File: src/rtl/uart_rx_fifo.sv
// UART 8N1 receiver with a small byte FIFO on a ready/valid output stream.
module uart_rx_fifo #(
    parameter int unsigned CLKS_PER_BIT = 434,
    parameter int unsigned FIFO_DEPTH   = 4
) (
    input  logic       clock,
    input  logic       reset,
    input  logic       rx,
    output logic       out_valid,
    input  logic       out_ready,
    output logic [7:0] out_bits,
    output logic       frame_err,
    output logic       overflow,
    output logic       busy
);

    localparam int unsigned CNT_W  = $clog2(CLKS_PER_BIT);
    localparam int unsigned PTR_W  = $clog2(FIFO_DEPTH);
    localparam int unsigned OCC_W  = PTR_W + 1;
    localparam logic [CNT_W-1:0] HALF_LAST = CNT_W'(CLKS_PER_BIT / 2 - 1);
    localparam logic [CNT_W-1:0] BIT_LAST  = CNT_W'(CLKS_PER_BIT - 1);
    localparam logic [OCC_W-1:0] OCC_FULL  = OCC_W'(FIFO_DEPTH);

    typedef enum logic [2:0] {
        S_IDLE,
        S_START,
        S_DATA,
        S_STOP,
        S_WAIT_IDLE
    } state_t;

    state_t           state, state_next;
    logic             rx_m, rx_s;
    logic [CNT_W-1:0] cnt, cnt_next;
    logic [2:0]       bit_idx, bit_idx_next;
    logic [7:0]       shift, shift_next;
    logic             push_c, ferr_c;

    logic [7:0]       mem [FIFO_DEPTH];
    logic [PTR_W-1:0] wr_ptr, rd_ptr, wr_ptr_next, rd_ptr_next;
    logic [OCC_W-1:0] count, count_next;
    logic             pop_c, full_c, accept_c, ovf_c;
    logic [7:0]       head_next;

    // Two-flop synchroniser for the asynchronous serial pin
    always_ff @(posedge clock) begin
        if (!reset) begin
            rx_m <= 1'b1;
            rx_s <= 1'b1;
        end else begin
            rx_m <= rx;
            rx_s <= rx_m;
        end
    end

    // FSM state register
    always_ff @(posedge clock) begin
        if (!reset) begin
            state <= S_IDLE;
        end else begin
            state <= state_next;
        end
    end

    // Next-state, bit timing and sampling decisions
    always_comb begin
        state_next   = state;
        cnt_next     = cnt + CNT_W'(1);
        bit_idx_next = bit_idx;
        shift_next   = shift;
        push_c       = 1'b0;
        ferr_c       = 1'b0;
        unique case (state)
            S_IDLE: begin
                cnt_next     = '0;
                bit_idx_next = '0;
                if (!rx_s) begin
                    state_next = S_START;
                end
            end
            S_START: begin
                if (cnt == HALF_LAST) begin
                    cnt_next     = '0;
                    bit_idx_next = '0;
                    state_next   = rx_s ? S_IDLE : S_DATA;
                end
            end
            S_DATA: begin
                if (cnt == BIT_LAST) begin
                    cnt_next            = '0;
                    shift_next[bit_idx] = rx_s;
                    if (bit_idx == 3'd7) begin
                        bit_idx_next = '0;
                        state_next   = S_STOP;
                    end else begin
                        bit_idx_next = bit_idx + 3'd1;
                    end
                end
            end
            S_STOP: begin
                if (cnt == BIT_LAST) begin
                    cnt_next = '0;
                    if (rx_s) begin
                        push_c     = 1'b1;
                        state_next = S_IDLE;
                    end else begin
                        ferr_c     = 1'b1;
                        state_next = S_WAIT_IDLE;
                    end
                end
            end
            S_WAIT_IDLE: begin
                cnt_next = '0;
                if (rx_s) begin
                    state_next = S_IDLE;
                end
            end
            default: begin
                cnt_next   = '0;
                state_next = S_IDLE;
            end
        endcase
    end

    // Bit counter, bit index and shift register
    always_ff @(posedge clock) begin
        if (!reset) begin
            cnt     <= '0;
            bit_idx <= '0;
            shift   <= '0;
        end else begin
            cnt     <= cnt_next;
            bit_idx <= bit_idx_next;
            shift   <= shift_next;
        end
    end

    // FIFO control: accept/drop decision, pointer and occupancy update, next head byte
    always_comb begin
        pop_c       = out_valid && out_ready;
        full_c      = (count == OCC_FULL);
        accept_c    = push_c && (!full_c || pop_c);
        ovf_c       = push_c && full_c && !pop_c;
        rd_ptr_next = pop_c ? rd_ptr + PTR_W'(1) : rd_ptr;
        wr_ptr_next = accept_c ? wr_ptr + PTR_W'(1) : wr_ptr;
        count_next  = count;
        unique case ({accept_c, pop_c})
            2'b10:   count_next = count + OCC_W'(1);
            2'b01:   count_next = count - OCC_W'(1);
            default: count_next = count;
        endcase
        // A byte written this cycle into the new head slot bypasses the array
        if (count_next == '0) begin
            head_next = '0;
        end else if (accept_c && (wr_ptr == rd_ptr_next)) begin
            head_next = shift;
        end else begin
            head_next = mem[rd_ptr_next];
        end
    end

    // FIFO storage array
    always_ff @(posedge clock) begin
        if (accept_c) begin
            mem[wr_ptr] <= shift;
        end
    end

    // FIFO pointers, occupancy and registered outputs
    always_ff @(posedge clock) begin
        if (!reset) begin
            wr_ptr    <= '0;
            rd_ptr    <= '0;
            count     <= '0;
            out_valid <= 1'b0;
            out_bits  <= '0;
            frame_err <= 1'b0;
            overflow  <= 1'b0;
            busy      <= 1'b0;
        end else begin
            wr_ptr    <= wr_ptr_next;
            rd_ptr    <= rd_ptr_next;
            count     <= count_next;
            out_valid <= (count_next != '0);
            out_bits  <= head_next;
            frame_err <= ferr_c;
            overflow  <= ovf_c;
            busy      <= (state_next != S_IDLE);
        end
    end

endmodule

File: config.mk
export PLATFORM = sky130hd
export DESIGN_NAME = uart_rx_fifo
export DESIGN_NICKNAME = d
export VERILOG_FILES = /design/src/rtl/uart_rx_fifo.sv
export SDC_FILE = /design/constraint.sdc
export NUM_CORES = 1
export LEC_CHECK = 0
export ABC_CLOCK_PERIOD_IN_PS = 2700
export CAP_MARGIN = 25
export CORE_UTILIZATION = 54
export CTS_CLUSTER_SIZE = 14
export DETAILED_ROUTE_END_ITERATION = 8
export PLACE_DENSITY = 0.75
export SLEW_MARGIN = 20
export SYNTH_ARGS = -nofsm -noshare
export SYNTH_HDL_FRONTEND = slang
export SYNTH_SLANG_ARGS = --single-unit
File: constraint.sdc
create_clock -name clock -period 2.7 [get_ports clock]
set_clock_uncertainty 0.1 [all_clocks]
set_input_delay 0.27 -clock clock [delete_from_list [all_inputs] [get_ports clock]]
set_output_delay 0.27 -clock clock [all_outputs]
set_load 0.005 [all_outputs]
==> results.cfg, run 1 <==
[drt]
viasPerCell = 6.19
postRouteAntennaNets = 0
drt_iter0_markers = 212
routed-via-count = 2864
wire_per_inst_um = 18.2
routed_wl_mm = 8.43
number_of_iterations_in_the_first_detailed_routing_pass = 7
count_of_unresolved_drc_violations_after_routing = 2

[yosys]
post_synth_inst_count = 329
synth.lib_cells_used.distinct = 61
synth_area_per_cell_um2 = 11.1
ys_dominant_reg_cell = dfxtp_1
yosys_register_bits = 76
synth_enable_flop_cells = 32
seq_area_frac_synth = 0.506
synth.yosys.warnings = 0
synth_area_um2 = 3640
cell_type_with_the_highest_aggregate_area_in_the_netlist = edfxtp_1
synth_area_leaders = edfxtp_1, dfxtp_1, nor2_1
async_reset_ff_frac = 0
mappedNetlistNets = 344
synth_largest_type_area_fraction = 0.264

[floorplanning]
chipHeight_um = 84.1
floorplan.io_pins = 16
fp.coreArea_um2 = 6420
floorplan.die.width_um = 84.1
die_area_um2 = 7080
floorplan.initialDensity = 0.567
core.rowCount = 29

[worst_setup_path]
cp-endpoint = out_bits[4]
timing.critical_path.from_type = flip-flop
criticalPathCategory = reg2reg
minimum_setup_slack_among_reg_to_reg_paths_ns = -0.10
worst_setup_path_end_kind = flip-flop
rr_endpoint = out_bits[4]
arrival_time_of_the_worst_setup_path_ns = 2.97
startpoint = cnt[1]
cp_data_required_time_ns = 2.87
worst-path-max-fanout = 5
launching_point_of_the_worst_reg2reg_path = cnt[1]
reg2reg_depth = 14

[job]
drv.max_cap_violation_count = 0

[global_routing]
track_usage = 0.257
first_global_vias = 2816
largest_net_degree_at_the_start_of_global_routing = 20
grt-ovfl-total = 0
globalRouteMet1Util = 0.306
global_route.usage.met3 = 0.0445
gr-usage-met2 = 0.443
grt_antenna_before_repair = 0
grt.busiest_layer = met2
grt_first_pass_wirelength_mm = 13.8

[pwr]
p_leak_uw = 0.00165
cellPowerDensity_nw_per_um2 = 473
ir_worst_vdd_uv = 259

[placement]
io_buffer_count = 15
place.gp.congestion = 0.838
placedCellCount = 431
detailedPlacementHpwl_mm = 5.48

[clock_network]
clock_tree_from_tritoncts = built
cts.sinks = 76
worst_setup_hold_path_clk_slew_ns = 0.08
clkLatencyLatePin_ns = 0.36
htreeDepth = 3
clk_root_buffer_cell = clkbuf_8
number_of_cts_inserted_buffers = 9
cts-root-to-sink-buffers = 2

[timing]
timing.hold.ws_ns = 0.313
rsz0062_at_grt = yes
slew_headroom = 0.638
setup_ws_ns = -0.103
report.final.hold_viol_count = 0
fin_max_slew_vios = 0
setup-violations-final = 8
achievable-frequency_ghz = 0.357
fin_crit_ns = 2.80
worst_slew_pin_slew_ns = 0.542
setup-tns-final_ns = -0.612
fin_crit_sh = 1.04

[status]
violated_checks = DRC, setup timing
outcome = finished with violations

[final_layout]
drive_above_1_share = 0.259
post-route-util = 0.685
antennaDiodeCount = 0
final.fill_count = 467
final_cells = 463
fin_nets = 396
layout_common_cells = dfxtp_1, buf_4, nor2_1
flow.area_growth_from_synthesis_pct = 20.8

[min_path]
type_of_the_most_critical_hold_path = reg2reg
[per-stage QoR]
step / instance area [um^2] / worst slack, ns / total power [uW]
after floorplan: 3660 / 0.0227 / 1240
after global placement: 4000 / -0.0748 / 1250
after detailed placement: 4000 / -0.214 / 1250
after CTS: 4370 / -0.0324 / 2090
after global routing: 4400 / -0.171 / 2150
final: 4400 / -0.103 / 2080
[per-layer routing]
layer  wire length [um]  share of wire
met3                467          0.055
met4                253          0.030
met2               4350           0.52
met5                  0              0
met1               3360           0.40
[critical path, stage by stage, from the launching register on]
cell and delay, ns:
dfxtp_2 0.33, inv_2 0.08, ha_4 0.13, and4bb_2 0.25, nand4_1 0.16, nor2b_2 0.18
inv_2 0.06, ha_4 0.16, fa_2 0.35, xnor2_2 0.14, nor2_1 0.13, xor2_1 0.21
o21ai_2 0.11, buf_6 0.16, a221oi_2 0.19
[power breakdown]
part           switching (uW)  internal (uW)
Sequential               1.53           1190
Combinational            22.1           15.6
Clock                     429            421
[registers in the layout, indices dropped and copies added (netlist names)]
signal and count:
overflow 1, count 3, rd_ptr 2, bit_idx 3, out_bits 8, wr_ptr 2, shift 8, busy 1
mem 32, out_valid 1, rx_m 1, frame_err 1, state 3, rx_s 1, cnt 9
[what timing repair did]
item	CTS	global route
gates resized for setup	13	4
hold buffers	0	0
cloned	1	0
endpoints found under the setup margin	8	10
setup buffers	14	3
pin swaps	6	4
[how the worst min path moves through the flow]
| stage | start | endpoint | slack (ns) | cells past startpoint |
|---|---|---|---|---|
| after global routing | rx_m | rx_s | 0.34 | 1 |
| after detailed placement | rx_m | rx_s | 0.30 | 1 |
| after floorplan | rx | rx_m | 0.27 | 1 |
| after global placement | rx_m | rx_s | 0.29 | 1 |
| final | rx_m | rx_s | 0.31 | 1 |
| after CTS | rx_m | rx_s | 0.32 | 1 |
[Yosys cell counts (all sizes together) (6+ instances only)]
library cell and instances:
a21oi 6, a221oi 8, a22o 8, buf 14, dfxtp 44, edfxtp 32, ha 10, inv 14
mux2 8, mux2i 7, nand2 18, nand2b 6, nand3 9, nor2 41, o221ai 17, o31ai 8
or3 9, xnor2 6, xor2 7
[layout make-up]
class | count | area (um^2) | share of cell area
Clock buffer | 9 | 124 | 0.0282
Clock inverter | 7 | 67.6 | 0.0154
Inverter | 14 | 52.6 | 0.0119
Multi-Input combinational cell | 221 | 1730 | 0.392
Sequential cell | 76 | 1840 | 0.419
Tap cell | 77 | 96.3 | 0.0219
Timing Repair Buffer | 59 | 488 | 0.111
[cell families after synthesis]
kind of cell / Yosys count / synth area share
adders and majority gates: 11 / 0.0398
and+or+nand+nor: 117 / 0.186
DFF: 76 / 0.506
xor gates and xnor gates: 13 / 0.0313
AOI/OAI and AO/OA: 65 / 0.149
buffers and inverters: 32 / 0.0450
muxes: 15 / 0.0440
Note: power is estimated with default switching activity, not from simulation.
==> run 2: changes to the inputs <==
- CORE_UTILIZATION: 54 -> 39
- PLACE_DENSITY: 0.75 -> default
- SKIP_CTS_REPAIR_TIMING: default -> 1
==> results.cfg, run 2 (synthesis results as in run 1) <==
[clock_network]
worst_setup_hold_path_clk_slew_ns = 0.08
htreeDepth = 3
clock_tree_from_tritoncts = built
cts.sinks = 76
clk_root_buffer_cell = clkbuf_8
cts-root-to-sink-buffers = 2
number_of_cts_inserted_buffers = 9
clkLatencyLatePin_ns = 0.35

[worst_setup_path]
max_stage_delay_ns = 0.37
critical_path.slowest_cell = fa_2
worst_setup_path_end_kind = flip-flop
worstPathCellList = inv_2, ha_4, and4bb_2, nand4_1, nor2b_2, inv_1, ha_2, fa_2, xnor2_2, nor2_1, xor2_1, o21ai_2, buf_6, a221oi_2
timing.critical_path.from_type = flip-flop
crit_buf_inv = 3
arrival_time_of_the_worst_setup_path_ns = 2.93
worst-path-max-fanout = 4
criticalPathCategory = reg2reg
cp_data_required_time_ns = 2.86
critPathTopFamily = adder cells

[drt]
number_of_iterations_in_the_first_detailed_routing_pass = 4
routed-via-count = 2673
postRouteAntennaNets = 0
drt_iter0_markers = 121
routed_wl_mm = 8.20
count_of_unresolved_drc_violations_after_routing = 0
viasPerCell = 5.53
wire_per_inst_um = 17.0

[timing]
slew_headroom = 0.641
fin_crit_ns = 2.77
fin_max_slew_vios = 0
rsz0062_at_grt = yes
setup-violations-final = 8
worst_slew_pin_slew_ns = 0.537
timing.hold.ws_ns = 0.323
achievable-frequency_ghz = 0.361
setup-tns-final_ns = -0.250
fin_crit_sh = 1.03
report.final.hold_viol_count = 0
setup_ws_ns = -0.0729

[final_layout]
most_frequent_standard_cell_in_the_layout_excluding_fill_and_tap_cells = dfxtp_1
largest_register_ffs = 32
finish.instance_area_um2 = 4330
largest_registers = mem (32), cnt (9)
fin_nets = 385
layout_common_cells = dfxtp_1, nor2_1, edfxtp_1
flow.area_growth_from_synthesis_pct = 18.8
antennaDiodeCount = 0
regMostFlops = mem
drive_above_1_share = 0.224

[floorplanning]
fp.coreArea_um2 = 8890
floorplan.io_pins = 16
core.rowCount = 34
floorplan.die.width_um = 98.6
chipHeight_um = 98.6
die_area_um2 = 9730
floorplan.initialDensity = 0.410

[global_routing]
grt_first_pass_wirelength_mm = 13.3
track_usage = 0.180
grt_antenna_before_repair = 0
largest_net_degree_at_the_start_of_global_routing = 20
first_global_vias = 2595
grt-ovfl-total = 0

[placement]
post_dp_cell_area_um2 = 4070
place.gp.congestion = 0.850
io_buffer_count = 15
detailedPlacementHpwl_mm = 5.72

[pwr]
cellPowerDensity_nw_per_um2 = 473
ir_worst_vdd_uv = 282
p_leak_uw = 0.00159

[status]
violated_checks = setup timing
outcome = finished with violations

[min_path]
type_of_the_most_critical_hold_path = reg2reg

[job]
drv.max_cap_violation_count = 0
-- run 2: cell types whose count changed in the layout (fill, tap and decap cells not counted), moves of 2 or more --
cell        delta
clkinvlp_4     -3
clkbuf_1       +3
clkinv_2       -2
buf_4         -11
-- run 2: final cells by class --
cell class | instances | area, um^2
clock buffer | 14 | 174
clock inverter | 2 | 8.76
fill | 800 | 4570
inverter | 14 | 52.6
multi-input combinational | 221 | 1710
sequential | 76 | 1840
tap | 108 | 135
timing repair buffer | 48 | 405
-- run 2: power breakdown --
group / internal (uW) / switching (uW) / total [uW]
combinational: 16.8 / 21.5 / 38.3
clock: 412 / 403 / 815
sequential: 1190 / 1.78 / 1190
-- run 2: routing by layer --
metal  up-vias  track usage  wire, um
li1       1303            -         -
met1      1283        0.224      3660
met2        74        0.301      3990
met3        13       0.0390       390
met4         0       0.0769       168
met5         -            0         0
-- run 2: path summary, 6_finish.rpt --
check                           startpoint           to  slack, ns  cells after the start
worst max register to register      cnt[1]  out_bits[2]      -0.07                     14
worst min register to register        rx_m         rx_s       0.32                      1
worst max-delay path                cnt[1]  out_bits[2]      -0.07                     14
worst min-delay path                  rx_m         rx_s       0.32                      1
-- run 2: through the flow --
| step | power [uW] | std cells | setup WS, ns | utilization |
|---|---|---|---|---|
| after floorplan | 1240 | 329 | 0.0227 | - |
| after global placement | 1250 | 466 | -0.0616 | 0.458 |
| after detailed placement | 1250 | 466 | -0.160 | 0.458 |
| after CTS | 2060 | 482 | -0.127 | 0.478 |
| after global routing | 2120 | 483 | -0.267 | 0.486 |
| final | 2040 | 483 | -0.0729 | 0.486 |
==> run 3: changes to the inputs <==
- ABC_CLOCK_PERIOD_IN_PS: 2700 -> 2550
- CORE_UTILIZATION: 39 -> 54
- CTS_CLUSTER_DIAMETER: default -> 80
- PLACE_DENSITY: default -> 0.75
- clock period: 2.7 -> 2.55 ns (I/O delays scaled with it)
==> results.cfg, run 3 (synthesis results as in run 1) <==
[timing]
fin_crit_sh = 1.12
fin_crit_ns = 2.86
fin_max_slew_vios = 0
achievable-frequency_ghz = 0.350
setup_ws_ns = -0.311
setup-violations-final = 10
worst_slew_pin_slew_ns = 0.515
slew_headroom = 0.656
timing.hold.ws_ns = 0.315
rsz0062_at_grt = yes
report.final.hold_viol_count = 0

[job]
drv.max_cap_violation_count = 0

[placement]
preCtsSetupSlack_ns = -0.339
io_buffer_count = 15
place.gp.congestion = 0.857
detailedPlacementHpwl_mm = 5.40
placedCellCount = 439

[worst_setup_path]
arrival_time_of_the_worst_setup_path_ns = 3.02
critical_path_depth = 14
worst_setup_path_end_kind = flip-flop
timing.critical_path.from_type = flip-flop
startpoint = cnt[1]
critPathTopFamily = simple AND/OR/NAND/NOR gates
worstPathCellList = inv_2, ha_4, and4bb_2, nand4_1, nor2b_2, inv_2, ha_4, fa_2, xnor2_1, nor2_1, xor2_1, o21ai_2, clkbuf_16, a221oi_2
cp_data_required_time_ns = 2.70
worst-path-max-fanout = 4
crit_buf_inv = 3
criticalPathCategory = reg2reg
reg2reg_depth = 14
minimum_setup_slack_among_reg_to_reg_paths_ns = -0.31
launching_point_of_the_worst_reg2reg_path = cnt[1]
max_stage_delay_ns = 0.35
critical_path.slowest_cell = fa_2

[final_layout]
most_frequent_standard_cell_in_the_layout_excluding_fill_and_tap_cells = dfxtp_1
post-route-util = 0.678
regMostFlops = mem
antennaDiodeCount = 0
layout_common_cells = dfxtp_1, nor2_1, buf_4
flow.area_growth_from_synthesis_pct = 19.6
largest_register_ffs = 32
fin_nets = 390
final_cells = 457
largest_registers = mem (32), cnt (9)
drive_above_1_share = 0.237

[min_path]
min-delay-start = rx_m
worst_hold_path_depth = 1
type_of_the_most_critical_hold_path = reg2reg

[floorplanning]
floorplan.initialDensity = 0.567
die_area_um2 = 7080
floorplan.io_pins = 16
core.rowCount = 29
chipHeight_um = 84.1
floorplan.die.width_um = 84.1
fp.coreArea_um2 = 6420

[global_routing]
first_global_vias = 2619
grt_antenna_before_repair = 0
grt_first_pass_wirelength_mm = 12.8
track_usage = 0.232
grt-ovfl-total = 0
largest_net_degree_at_the_start_of_global_routing = 20

[drt]
wire_per_inst_um = 17.5
drt_iter0_markers = 155
routed_wl_mm = 8.02
routed-via-count = 2746
postRouteAntennaNets = 0
viasPerCell = 6.01
number_of_iterations_in_the_first_detailed_routing_pass = 7
count_of_unresolved_drc_violations_after_routing = 4

[clock_network]
cts-root-to-sink-buffers = 2
worst_setup_hold_path_clk_slew_ns = 0.08
clock_tree_from_tritoncts = built
clk_root_buffer_cell = clkbuf_8
clkLatencyLatePin_ns = 0.34
htreeDepth = 3
cts.sinks = 76
number_of_cts_inserted_buffers = 9

[status]
outcome = finished with violations
violated_checks = DRC, setup timing

[pwr]
report.power.total_uw = 2200
ir_worst_vdd_uv = 374
cellPowerDensity_nw_per_um2 = 505
p_leak_uw = 0.00163
run 3: cell types whose count changed in the layout (fill, tap and decap cells not counted), sizes merged:
cell	change
inv	+1
buf	+4
clkinvlp	+2
bufinv	+1
clkbuf	-3
run 3: cell type report:
class	instances	area, um^2
fillers	476	2070
flip-flops and latches	76	1840
repair buffers	53	465
multi-input cells	221	1710
inverters	14	52.6
clock buffers	10	128
clock inverters	6	62.6
well taps	77	96.3
run 3: path summary, 6_finish.rpt:
path | to
worst max-delay path | out_bits[3]
worst min-delay path | rx_s
worst max register to register | out_bits[3]
worst min register to register | rx_s
run 3: metal layers:
layer | part of all wire | GRT usage
met1 | 0.43 | 0.298
met2 | 0.51 | 0.396
met3 | 0.051 | 0.0356
met4 | 0.018 | 0.0925
met5 | 0 | 0
run 3: worst register-to-register path, delay by kind of cell, from the launching register on:
kind	cells	cell delay [ns]
simple gates	4	0.71
fa+ha+maj	3	0.64
xor+xnor	2	0.37
flops	1	0.33
buf+inv	3	0.33
compound gates	2	0.32
run 3: through the flow:
stage,area [um^2],TNS (ns)
floorplan,3670,-0.801
global placement,4090,-1.42
detailed placement,4090,-2.52
CTS,4280,-2.47
global route,4360,-4.32
finish,4360,-2.63
run 3: power by group:
part / switching, uW / internal [uW]
combinational: 22.9 / 17.2
sequential: 1.51 / 1260
clock: 449 / 451
